File: src/rtl/mimo_distributed_fifo.sv
// -----------------------------------------------------------------------------
// mimo_distributed_fifo
//
// Multi-lane first-word-fall-through FIFO. Each of CHANNELS lanes is an
// independent DEPTH-entry distributed-RAM FIFO with valid/ready handshakes on
// both sides. Each lane reports its registered fill level and almost-full and
// almost-empty flags, and has its own synchronous flush. With LOCKSTEP=1 the
// read side becomes aligned: one word leaves every lane together, and only
// when every lane has data.
//
// Ports:
//   i_clock        clock
//   i_reset        synchronous, active-high reset
//   i_in_data      write data, lane c in bits [c*WIDTH +: WIDTH]
//   i_in_valid     per-lane write valid
//   o_in_ready     per-lane write ready
//   o_out_data     head word of each lane (unregistered RAM read), same packing
//   o_out_valid    per-lane read valid
//   i_out_ready    per-lane read ready (LOCKSTEP=1: only bit 0 is used)
//   i_flush        per-lane synchronous flush
//   o_level        per-lane occupancy, clog2(DEPTH)+1 bits per lane
//   o_almost_full  level >= AFULL_LEVEL
//   o_almost_empty level <= AEMPTY_LEVEL
// -----------------------------------------------------------------------------
module mimo_distributed_fifo #(
    parameter int WIDTH        = 8,
    parameter int DEPTH        = 16,
    parameter int CHANNELS     = 8,
    parameter int AFULL_LEVEL  = 14,
    parameter int AEMPTY_LEVEL = 2,
    parameter int LOCKSTEP     = 0
) (
    input  logic                                     i_clock,
    input  logic                                     i_reset,
    input  logic [CHANNELS*WIDTH-1:0]                i_in_data,
    input  logic [CHANNELS-1:0]                      i_in_valid,
    output logic [CHANNELS-1:0]                      o_in_ready,
    output logic [CHANNELS*WIDTH-1:0]                o_out_data,
    output logic [CHANNELS-1:0]                      o_out_valid,
    input  logic [CHANNELS-1:0]                      i_out_ready,
    input  logic [CHANNELS-1:0]                      i_flush,
    output logic [CHANNELS*($clog2(DEPTH)+1)-1:0]    o_level,
    output logic [CHANNELS-1:0]                      o_almost_full,
    output logic [CHANNELS-1:0]                      o_almost_empty
);

    localparam int PW = $clog2(DEPTH);
    localparam int LW = PW + 1;

    localparam logic [LW-1:0] DEPTH_LVL  = LW'(DEPTH);
    localparam logic [LW-1:0] AFULL_LVL  = LW'(AFULL_LEVEL);
    localparam logic [LW-1:0] AEMPTY_LVL = LW'(AEMPTY_LEVEL);

    // Storage is deliberately left out of reset so it maps onto distributed RAM.
    logic [WIDTH-1:0] mem_r   [CHANNELS][DEPTH];
    logic [PW-1:0]    head_r  [CHANNELS];
    logic [PW-1:0]    tail_r  [CHANNELS];
    logic [LW-1:0]    level_r [CHANNELS];
    logic             init_r;

    logic                init_s;
    logic [CHANNELS-1:0] lane_ne_s;
    logic [CHANNELS-1:0] in_ready_s;
    logic [CHANNELS-1:0] push_s;
    logic [CHANNELS-1:0] out_valid_s;
    logic [CHANNELS-1:0] pop_s;

    // Write-side handshake and per-lane "has data" terms; ready never looks at valid.
    always_comb begin
        // Blocked both while reset is held and for the one INIT cycle after it.
        init_s = init_r | i_reset;
        for (int c = 0; c < CHANNELS; c++) begin
            lane_ne_s[c]  = (level_r[c] != LW'(0)) && !i_flush[c];
            in_ready_s[c] = !init_s && (level_r[c] != DEPTH_LVL) && !i_flush[c];
            push_s[c]     = in_ready_s[c] & i_in_valid[c];
        end
    end

    if (LOCKSTEP != 0) begin : g_lockstep
        logic all_ne_s;
        logic unused_ready_s;

        // Upper ready bits carry no meaning in aligned mode.
        assign unused_ready_s = ^i_out_ready;

        // Aligned read side: every lane must have data and none may be flushing.
        always_comb begin
            all_ne_s    = !init_s && (&lane_ne_s);
            out_valid_s = {CHANNELS{all_ne_s}};
            pop_s       = {CHANNELS{all_ne_s & i_out_ready[0]}};
        end
    end else begin : g_independent
        // Independent read side per lane.
        always_comb begin
            out_valid_s = {CHANNELS{!init_s}} & lane_ne_s;
            pop_s       = out_valid_s & i_out_ready;
        end
    end

    // RAM write port: one write per lane per accepted push.
    always_ff @(posedge i_clock) begin
        for (int c = 0; c < CHANNELS; c++) begin
            if (push_s[c]) begin
                mem_r[c][head_r[c]] <= i_in_data[c*WIDTH +: WIDTH];
            end
        end
    end

    // Pointer, level and INIT-state registers.
    always_ff @(posedge i_clock) begin
        if (i_reset) begin
            init_r <= 1'b1;
            for (int c = 0; c < CHANNELS; c++) begin
                head_r[c]  <= PW'(0);
                tail_r[c]  <= PW'(0);
                level_r[c] <= LW'(0);
            end
        end else begin
            init_r <= 1'b0;
            for (int c = 0; c < CHANNELS; c++) begin
                if (i_flush[c]) begin
                    head_r[c]  <= PW'(0);
                    tail_r[c]  <= PW'(0);
                    level_r[c] <= LW'(0);
                end else begin
                    if (push_s[c]) begin
                        head_r[c] <= head_r[c] + PW'(1);
                    end
                    if (pop_s[c]) begin
                        tail_r[c] <= tail_r[c] + PW'(1);
                    end
                    // Simultaneous push and pop leaves the level unchanged.
                    case ({push_s[c], pop_s[c]})
                        2'b10:   level_r[c] <= level_r[c] + LW'(1);
                        2'b01:   level_r[c] <= level_r[c] - LW'(1);
                        default: level_r[c] <= level_r[c];
                    endcase
                end
            end
        end
    end

    for (genvar c = 0; c < CHANNELS; c++) begin : g_out
        assign o_out_data[c*WIDTH +: WIDTH] = mem_r[c][tail_r[c]];
        assign o_level[c*LW +: LW]          = level_r[c];
        assign o_almost_full[c]             = (level_r[c] >= AFULL_LVL);
        assign o_almost_empty[c]            = (level_r[c] <= AEMPTY_LVL);
    end

    assign o_in_ready  = in_ready_s;
    assign o_out_valid = out_valid_s;

endmodule

File: config.mk
export PLATFORM = sky130hd
export DESIGN_NAME = mimo_distributed_fifo
export DESIGN_NICKNAME = d
export VERILOG_FILES = /design/src/rtl/mimo_distributed_fifo.sv
export SDC_FILE = /design/constraint.sdc
export NUM_CORES = 1
export LEC_CHECK = 0
export CAP_MARGIN = 20
export CORE_MARGIN = 10
export CORE_UTILIZATION = 36
export CTS_CLUSTER_SIZE = 25
export DETAILED_ROUTE_END_ITERATION = 10
export GPL_TIMING_DRIVEN = 0
export HOLD_SLACK_MARGIN = 0.15
export PLACE_DENSITY = 0.54
export SYNTH_ARGS = -nofsm -noshare
export SYNTH_HDL_FRONTEND = slang
export SYNTH_SLANG_ARGS = --single-unit
export TNS_END_PERCENT = 20
File: constraint.sdc
create_clock -name i_clock -period 7.64 [get_ports i_clock]
set_input_delay 1.146 -clock i_clock [delete_from_list [all_inputs] [get_ports i_clock]]
set_output_delay 1.146 -clock i_clock [all_outputs]
set_load 0.02 [all_outputs]
Yosys cells after proc, flatten, opt, wreduce, memory -nomap -nowiden

Memory sizes are Yosys's and may differ from the RTL's.
Index checks and enable logic that the tools add are counted.

Add/subtract/negate cells: 32
Magnitude comparators: 40
Eq/ne operators: 24
Muxes and demuxes: 298
Bitwise operators: 91
Reduce and logical (&&, ||, !) cells: 57

Operator list:

| kind                  | count |
|---|---|
| $mux W128             | 8 |
| $bmux W8 S4           | 8 |
| $demux W8 S4          | 8 |
| $mux W8               | 24 |
| $mux W1               | 186 |
| $mux W5               | 32 |
| $mux W4               | 32 |
| $ge A5 B5 Y1 const B  | 16 |
| $not A4 Y5            | 16 |
| $or A1 B1 Y1          | 65 |
| $add A4 B1 Y4 const B | 16 |
| $add A5 B1 Y5 const B | 8 |
| $ge A5 B4 Y1 const B  | 8 |
| $le A5 B2 Y1 const B  | 8 |
| $lt A5 B1 Y1 const B  | 8 |
| $ne A5 B5 Y1 const B  | 8 |
| $reduce_bool A5 Y1    | 8 |
| $sub A5 B1 Y5 const B | 8 |
| $logic_and A1 B1 Y1   | 32 |
| $and A8 B8 Y8         | 2 |
| $eq A2 B1 Y1 const B  | 8 |
| $eq A2 B2 Y1 const B  | 8 |
| $reduce_or A2 Y1      | 8 |
| $logic_not A1 Y1      | 9 |
| $and A1 B1 Y1         | 8 |

Register bits: 1
Memory bits (writable): 1128
Bits of input ports: 90
Output and inout port bits: 136
Word-level logic and storage cells: 547
Memories: 4

Memory list:

| name    | words | width | read ports | clocked after Yosys merged registers in | write ports | line | source |
|---|---|---|---|---|---|---|---|
| mem_r   | 8     | 128   | 8          | 0                                       | 8           | 55   | `logic [WIDTH-1:0] mem_r [CHANNELS][DEPTH];` |
| level_r | 8     | 5     | 8          | 0                                       | 8           | 58   | `logic [LW-1:0] level_r [CHANNELS];` |
| head_r  | 8     | 4     | 8          | 0                                       | 8           | 56   | `logic [PW-1:0] head_r [CHANNELS];` |
| tail_r  | 8     | 4     | 8          | 0                                       | 8           | 57   | `logic [PW-1:0] tail_r [CHANNELS];` |

Logic depth before layout (Yosys ltp)

Gate-level depths: netlist of run 1.

Depth in word-level cells: 13
Gate-level depth with buffers: 11
Mapped depth without buffers: 10

Least setup slack after synthesis of run 1

OpenSTA, ideal clock, no wires.

Path kind: input to register
From: input i_reset
To: memory level_r[1][3] (netlist bit) (data pin)
Library setup time: 0.131 ns
Arrival time: 3.491 ns
Data required time: 7.509 ns
Setup slack: 4.017 ns
Stages on the path: 10
Path buffers: 2
Cells stage by stage: buf_6 -> buf_6 -> or3_1 -> a31oi_2 -> nand2_1 -> inv_1 -> ha_1 -> or3b_1 -> mux4_2 -> nand2_1

RTL lines:

| what               | line | source |
|---|---|---|
| start: declaration | 34   | `input logic i_reset,` |
| end: declaration   | 58   |  |

Worst setup path after layout of run 1

From: input i_reset
To: output o_out_valid[2]

Word-level cells in the longest chain between the ends: 3

Ends and longest elaborated chain:

| what             | line | source |
|---|---|---|
| $or A1 B1 Y1     | 71   | `init_s = init_r \| i_reset;` |
| $logic_not A1 Y1 | 95   | `out_valid_s = {CHANNELS{!init_s}} & lane_ne_s;` |
| $and A8 B8 Y8    | 95   |  |
| end: declaration | 39   | `output logic [CHANNELS-1:0] o_out_valid,` |

Every way passes these cells.

==> metrics.cfg, run 1 <==
[outcome]
status = finished clean

[pwr]
intPower_uw = 10400
switching_share = 0.2233
seq_power_share = 0.517
power.density_mw_per_mm2 = 244.0
cellLeakagePower_uw = 0.01735
irDropWorstVdd_uv = 174.5
pwr-share-comb = 0.078
pwr-share-clk = 0.405
switchingPower_uw = 2990

[floorplan]
die_h_um = 380.5
io_pins = 226
std_cell_rows = 132
start_util = 0.3618
die_x_um = 380.5
die_area_mm2 = 0.1448
core_mm2 = 0.1293

[timing]
finClkSkew_ns = 0.02534
drv_slew = 0
fmax_mhz = 189.1
slew_headroom = 0.3053
setup_slack_ns = 2.351
tns_ns = 0
post-route-min-period_ns = 5.289
tightest_slew_ns = 1.042
setup_viol = 0
rsz0062_at_grt = false
finalCritPeriodShare = 0.6922
hold_violations = 0

[synth]
synth_cell_types = 57
syn-num-nets = 2575
ys.flop_type = edfxtp_1
synth-edff-count = 1128
synthCells = 2397
ys_ff_latch = 1129
avgSynthCellArea_um2 = 19.52
synth_seq_area_share = 0.7243
async_reset_ff_frac = 0
ys_warn_count = 0
synth_area_mm2 = 0.04679

[finish]
fillers = 11246
final_nets = 2925
ff_latch_area_mm2 = 0.03389
stdcell_count = 4582
area_delta_synth_final_pct = 17.33
multiInputGateArea_mm2 = 0.01205
fin_util = 0.4245
drive_gt1_frac = 0.1858

[global_routing]
grt_pass1_vias = 24930
grt_usage = 0.1493
grt_pass1_wl_um = 165100
grt_antenna_before_repair = 3
grt.overflow.total = 0
grt_max_degree = 17

[placed_design]
io_buffers = 225
hpwlAfterDp_um = 76380
gp_congestion = 0.8259
dp_slack_ns = 2.297
dp.cells = 4370

[cts]
cts_setup_buffers = 0
cts_tree = built
hold_buffers = 0
clockBufferDepth = 3
htree_levels = 3
cts_made_buffers = 116
insertion_delay_ns = 0.72
clk_pin_slew_ns = 0.06
cts_num_sinks = 1129
ctsResizeCount = 0
cts_root_buffer = clkbuf_16

[worst_hold_path]
hp-class = register to register

[drt]
firstDrtPassIters = 5
drt.antenna.violating_nets = 0
drtIter0Drc = 2150
vias = 23747
avgRoutedWirePerCell_um = 24.07
routed_wl_um = 110300
post_drt_via_cell_ratio = 5.183
drc = 0

[run]
drv_cap = 0

[critical_path]
worstSetupEndpointType = primary output
startpoint_type = primary input
critPathMaxFanout = 10
critPathRequiredTime_ns = 6.49
crit_type = primary input to primary output
arrival_ns = 4.14

==> per-layer routing <==
| metal | routed length (um) | track usage | vias up | share of wire |
|---|---|---|---|---|
| met2 | 53290 | 0.2441 | 617 | 0.48 |
| met4 | 1904 | 0.03885 | 2 | 0.017 |
| met5 | 9 | 0 | - | 0.000082 |
| met3 | 6326 | 0.03324 | 134 | 0.057 |
| met1 | 48770 | 0.2011 | 12499 | 0.44 |
| li1 | - | - | 10495 | - |
==> cell usage in the layout (no fill, tap or decap), drive strengths merged, types with 8 or more instances in the layout <==
master	Yosys	final
a21oi	29	29
a221oi	41	41
a22oi	18	18
a31oi	25	25
and2	113	113
and3	17	17
buf	53	60
bufinv	0	8
clkbuf	57	198
clkdlybuf4s50	0	225
clkinv	4	53
edfxtp	1128	1128
ha	88	88
inv	57	62
mux2i	65	65
mux4	276	276
nand2	79	79
nand2b	11	11
nand3	28	28
nor2	108	108
nor3	25	25
nor3b	16	16
nor4	9	9
nor4b	8	8
o211ai	8	8
o21ai	44	44
or3	8	8
xnor2	18	18
xor2	14	14
==> flip-flops by register name (all words and copies together) (netlist names) <==
register  flops
level_r      40
head_r       32
mem_r      1024
init_r        1
tail_r       32
==> stage by stage <==
step | total power (uW) | area [um^2] | hold WS (ns)
6_report | 13390 | 54900 | 0.6606
5_1_grt | 13880 | 54890 | 0.6929
4_1_cts | 13560 | 54870 | 0.6529
3_5_place_dp | 8121 | 51280 | 0.6453
3_3_place_gp | 8095 | 51220 | 0.6238
2_1_floorplan | 7610 | 46790 | 0.6059
==> final cells by class <==
class | count | area share
well taps | 1742 | 0.03970
clock buffers | 141 | 0.05536
clock inverters | 66 | 0.01012
multi-input cells | 1097 | 0.2196
repair buffers | 232 | 0.04230
inverters | 61 | 0.004216
flip-flops and latches | 1129 | 0.6174
plain buffers | 110 | 0.01119
diodes | 4 | 0.0001823
==> final timing paths <==
kind | startpoint | slack [ns] | cells past startpoint | end
max | i_reset | 2.35 | 7 | o_out_valid[2]
min | head_r[0][4] | 0.66 | 1 | head_r[0][4]
max reg2reg | init_r | 4.07 | 8 | level_r[1][13]
min reg2reg | head_r[0][4] | 0.66 | 1 | head_r[0][4]
==> worst max-delay path, stage by stage <==
cell and delay [ns]:
clkdlybuf4s50_1 0.76, buf_16 0.33, buf_6 0.20, buf_6 0.21
or3_1 0.37, a31oi_2 0.35, clkdlybuf4s50_1 0.71
==> power groups by stage <==
stage	clock [uW]	combinational [uW]	sequential [uW]
finish	5420	1040	6930
global route	5820	1130	6930
CTS	5570	1070	6930
detailed placement	0	1060	7060
global placement	0	1040	7050
floorplan	0	543	7070
==> synth_stat cells (all sizes together), types with 2 or more instances <==
cell | n | area, um^2
mux4 | 276 | 6216
o211ai | 8 | 60.06
a31oi | 25 | 193.9
nor4 | 9 | 56.30
or4b | 6 | 67.57
o21ai | 44 | 220.2
clkbuf | 57 | 214.0
mux2i | 65 | 650.6
o22a | 4 | 35.03
or3b | 6 | 52.55
or3 | 8 | 50.05
xor2 | 14 | 122.6
a21boi | 2 | 15.01
nand2 | 79 | 309.0
nand3 | 28 | 140.1
a311o | 2 | 20.02
nor3 | 25 | 150.1
edfxtp | 1128 | 33870
nor4b | 8 | 113.9
a22oi | 18 | 135.1
and3 | 17 | 111.4
a211oi | 3 | 22.52
nor3b | 16 | 146.4
a221oi | 41 | 359.1
and4 | 6 | 52.55
inv | 57 | 214.0
nand4bb | 4 | 45.04
clkinv | 4 | 17.52
nand2b | 11 | 68.82
buf | 53 | 399.1
a2111oi | 5 | 43.79
nor2 | 108 | 405.4
a311oi | 2 | 17.52
xnor2 | 18 | 157.7
nand4 | 3 | 18.77
nor2b | 3 | 18.77
a21oi | 29 | 145.1
and2 | 113 | 706.9
ha | 88 | 1101
==> cell families after synthesis <==
family,share of synthesized area
buffers and inverters,0.01805
multiplexers,0.1467
flip-flops,0.7243
XOR/XNOR,0.005990
AO/OA/AOI/OAI,0.02762
AND/OR/NAND/NOR,0.05372
adder cells (fa/ha/maj),0.02353
Power figures use the tool's default switching activity.
==> run 2, diff against run 1 <==
PLACE_DENSITY = 0.56   (was 0.54)
clock period = 4.3 ns   (was 7.64 ns; I/O delays follow)
==> run 2 against run 1 <==
Against the previous run: via count down 0.22%; total power is 80% higher; largest power group unchanged; critical endpoint is now o_out_data[43]; critical path depth is 2 lower; setup slack worse by 2.2 ns; routed wire length fell by 2.5%; clock skew decreased by 0.0065 ns; sequential cell count is the same; global-route usage fell by 0.37 points; non-clock buffer count is 2 lower.
==> metrics.cfg, run 2 (synthesis results as in run 1) <==
[outcome]
status = finished clean

[critical_path]
arrival_ns = 3.46  ; -0.68 ns
worst-path-buf-inv = 3  ; -2
cp-startpoint = tail_r[1][5]
crit_family = buffers and inverters
critPathRequiredTime_ns = 3.65  ; -2.84 ns
rr_startpoint = init_r
worstSetupEndpointType = primary output
startpoint_type = register
crit_type = register to primary output
path_cells = clkbuf_1 -> clkbuf_1 -> mux4_2 -> mux4_2 -> clkdlybuf4s50_1
max_stage_delay_ns = 0.59  ; -0.17 ns
critPathMaxFanout = 10  ; unchanged
slowest_stage = clkbuf_1

[drt]
drt.antenna.violating_nets = 0  ; unchanged
vias = 23694  ; -0.22%
post_drt_via_cell_ratio = 5.165  ; -0.33%
drc = 0  ; unchanged
firstDrtPassIters = 8  ; +3
routed_wl_um = 107600  ; -2.5%
drtIter0Drc = 1807  ; -16%
avgRoutedWirePerCell_um = 23.45  ; -2.6%

[global_routing]
grt_pass1_vias = 24751  ; -0.72%
grt_antenna_before_repair = 7  ; +4
grt_usage = 0.1456  ; -0.003721
grt_max_degree = 17  ; unchanged
grt_pass1_wl_um = 161100  ; -2.5%
grt.overflow.total = 0  ; unchanged

[floorplan]
std_cell_rows = 132  ; unchanged
core_mm2 = 0.1293  ; unchanged
die_x_um = 380.5  ; unchanged
io_pins = 226  ; unchanged
die_area_mm2 = 0.1448  ; unchanged
start_util = 0.3618  ; unchanged
die_h_um = 380.5  ; unchanged

[cts]
cts_root_buffer = clkbuf_16
insertion_delay_ns = 0.71  ; about the same
clockBufferDepth = 3  ; unchanged
hold_buffers = 0  ; unchanged
htree_levels = 3  ; unchanged
cts_tree = built
ctsResizeCount = 9  ; +9
cts_num_sinks = 1129  ; unchanged
cts_setup_buffers = 0  ; unchanged
clk_pin_slew_ns = 0.06  ; about the same
cts_made_buffers = 117  ; +0.86%

[finish]
drive_gt1_frac = 0.1916  ; +0.005806
layout_common_cells = edfxtp_1, mux4_2, clkdlybuf4s50_1
area_delta_synth_final_pct = 17.66
final_nets = 2924  ; -0.034%
largest_reg_flops = 1024  ; unchanged
layout_commonest_cell = edfxtp_1

[timing]
drv_slew = 0  ; unchanged
fmax_mhz = 243.4
slew_headroom = 0.3413  ; +0.03595
tns_ns = 0  ; unchanged
tightest_slew_ns = 0.9881  ; -0.05392 ns
setup_viol = 0  ; unchanged
rsz0062_at_grt = true
post-route-min-period_ns = 4.108
finalCritPeriodShare = 0.9554
hold_violations = 0  ; unchanged
finClkSkew_ns = 0.01882  ; -0.006513 ns

[pwr]
irDropWorstVdd_uv = 298.5  ; +71%
cellLeakagePower_uw = 0.01746  ; +0.64%
power.density_mw_per_mm2 = 436.7  ; +79%
finalPower_uw = 24040  ; +80%

[run]
drv_cap = 0  ; unchanged

[worst_hold_path]
holdCritStartpoint = head_r[0][0]
hp-class = register to register

[placed_design]
gp_congestion = 0.8170  ; -1.1%
io_buffers = 225  ; unchanged
hpwlAfterDp_um = 75450  ; -1.2%

[run 2: area by class of cell]
cell class	count	area, um^2
fill	11267	74270
inverter	61	231.5
multi-input combinational	1097	12070
buffer	110	634.4
clock inverter	75	700.7
antenna	1	2.502
clock buffer	142	3064
timing repair buffer	230	2276
sequential	1129	33890
tap	1742	2180
[run 2: power by group]
part	switching, uW	internal, uW
clock	4200	5670
combinational	1070	789
sequential	93.5	12200
total	5360	18700
[run 2: per-stage QoR]
stage               cell area, um^2    util  setup slack [ns]  hold slack, ns  instances
global route                  55050  0.4257          -0.01796          0.6327       4586
floorplan                     46790       -             1.179          0.6059       2397
global placement              51220  0.3961           -0.7398          0.6220       4364
finish                        55050  0.4257            0.1918          0.6559       4587
detailed placement            51250  0.3963           -0.7742          0.6362       4369
CTS                           55020  0.4255           0.01107          0.5820       4586
[run 2: final timing paths]
check | end | slack, ns | cells after the start
worst max register to register | level_r[1][12] | 0.89 | 8
worst min-delay path | head_r[0][0] | 0.66 | 1
worst min register to register | head_r[0][0] | 0.66 | 1
worst max-delay path | o_out_data[43] | 0.19 | 5
[run 2: per-layer routing]
metal / vias up / wire, um / GRT usage
met5: - / 13 / 0
met4: 2 / 1890 / 0.03821
met3: 122 / 7116 / 0.03683
met2: 667 / 52050 / 0.2391
met1: 12396 / 46510 / 0.1921
li1: 10507 / - / -
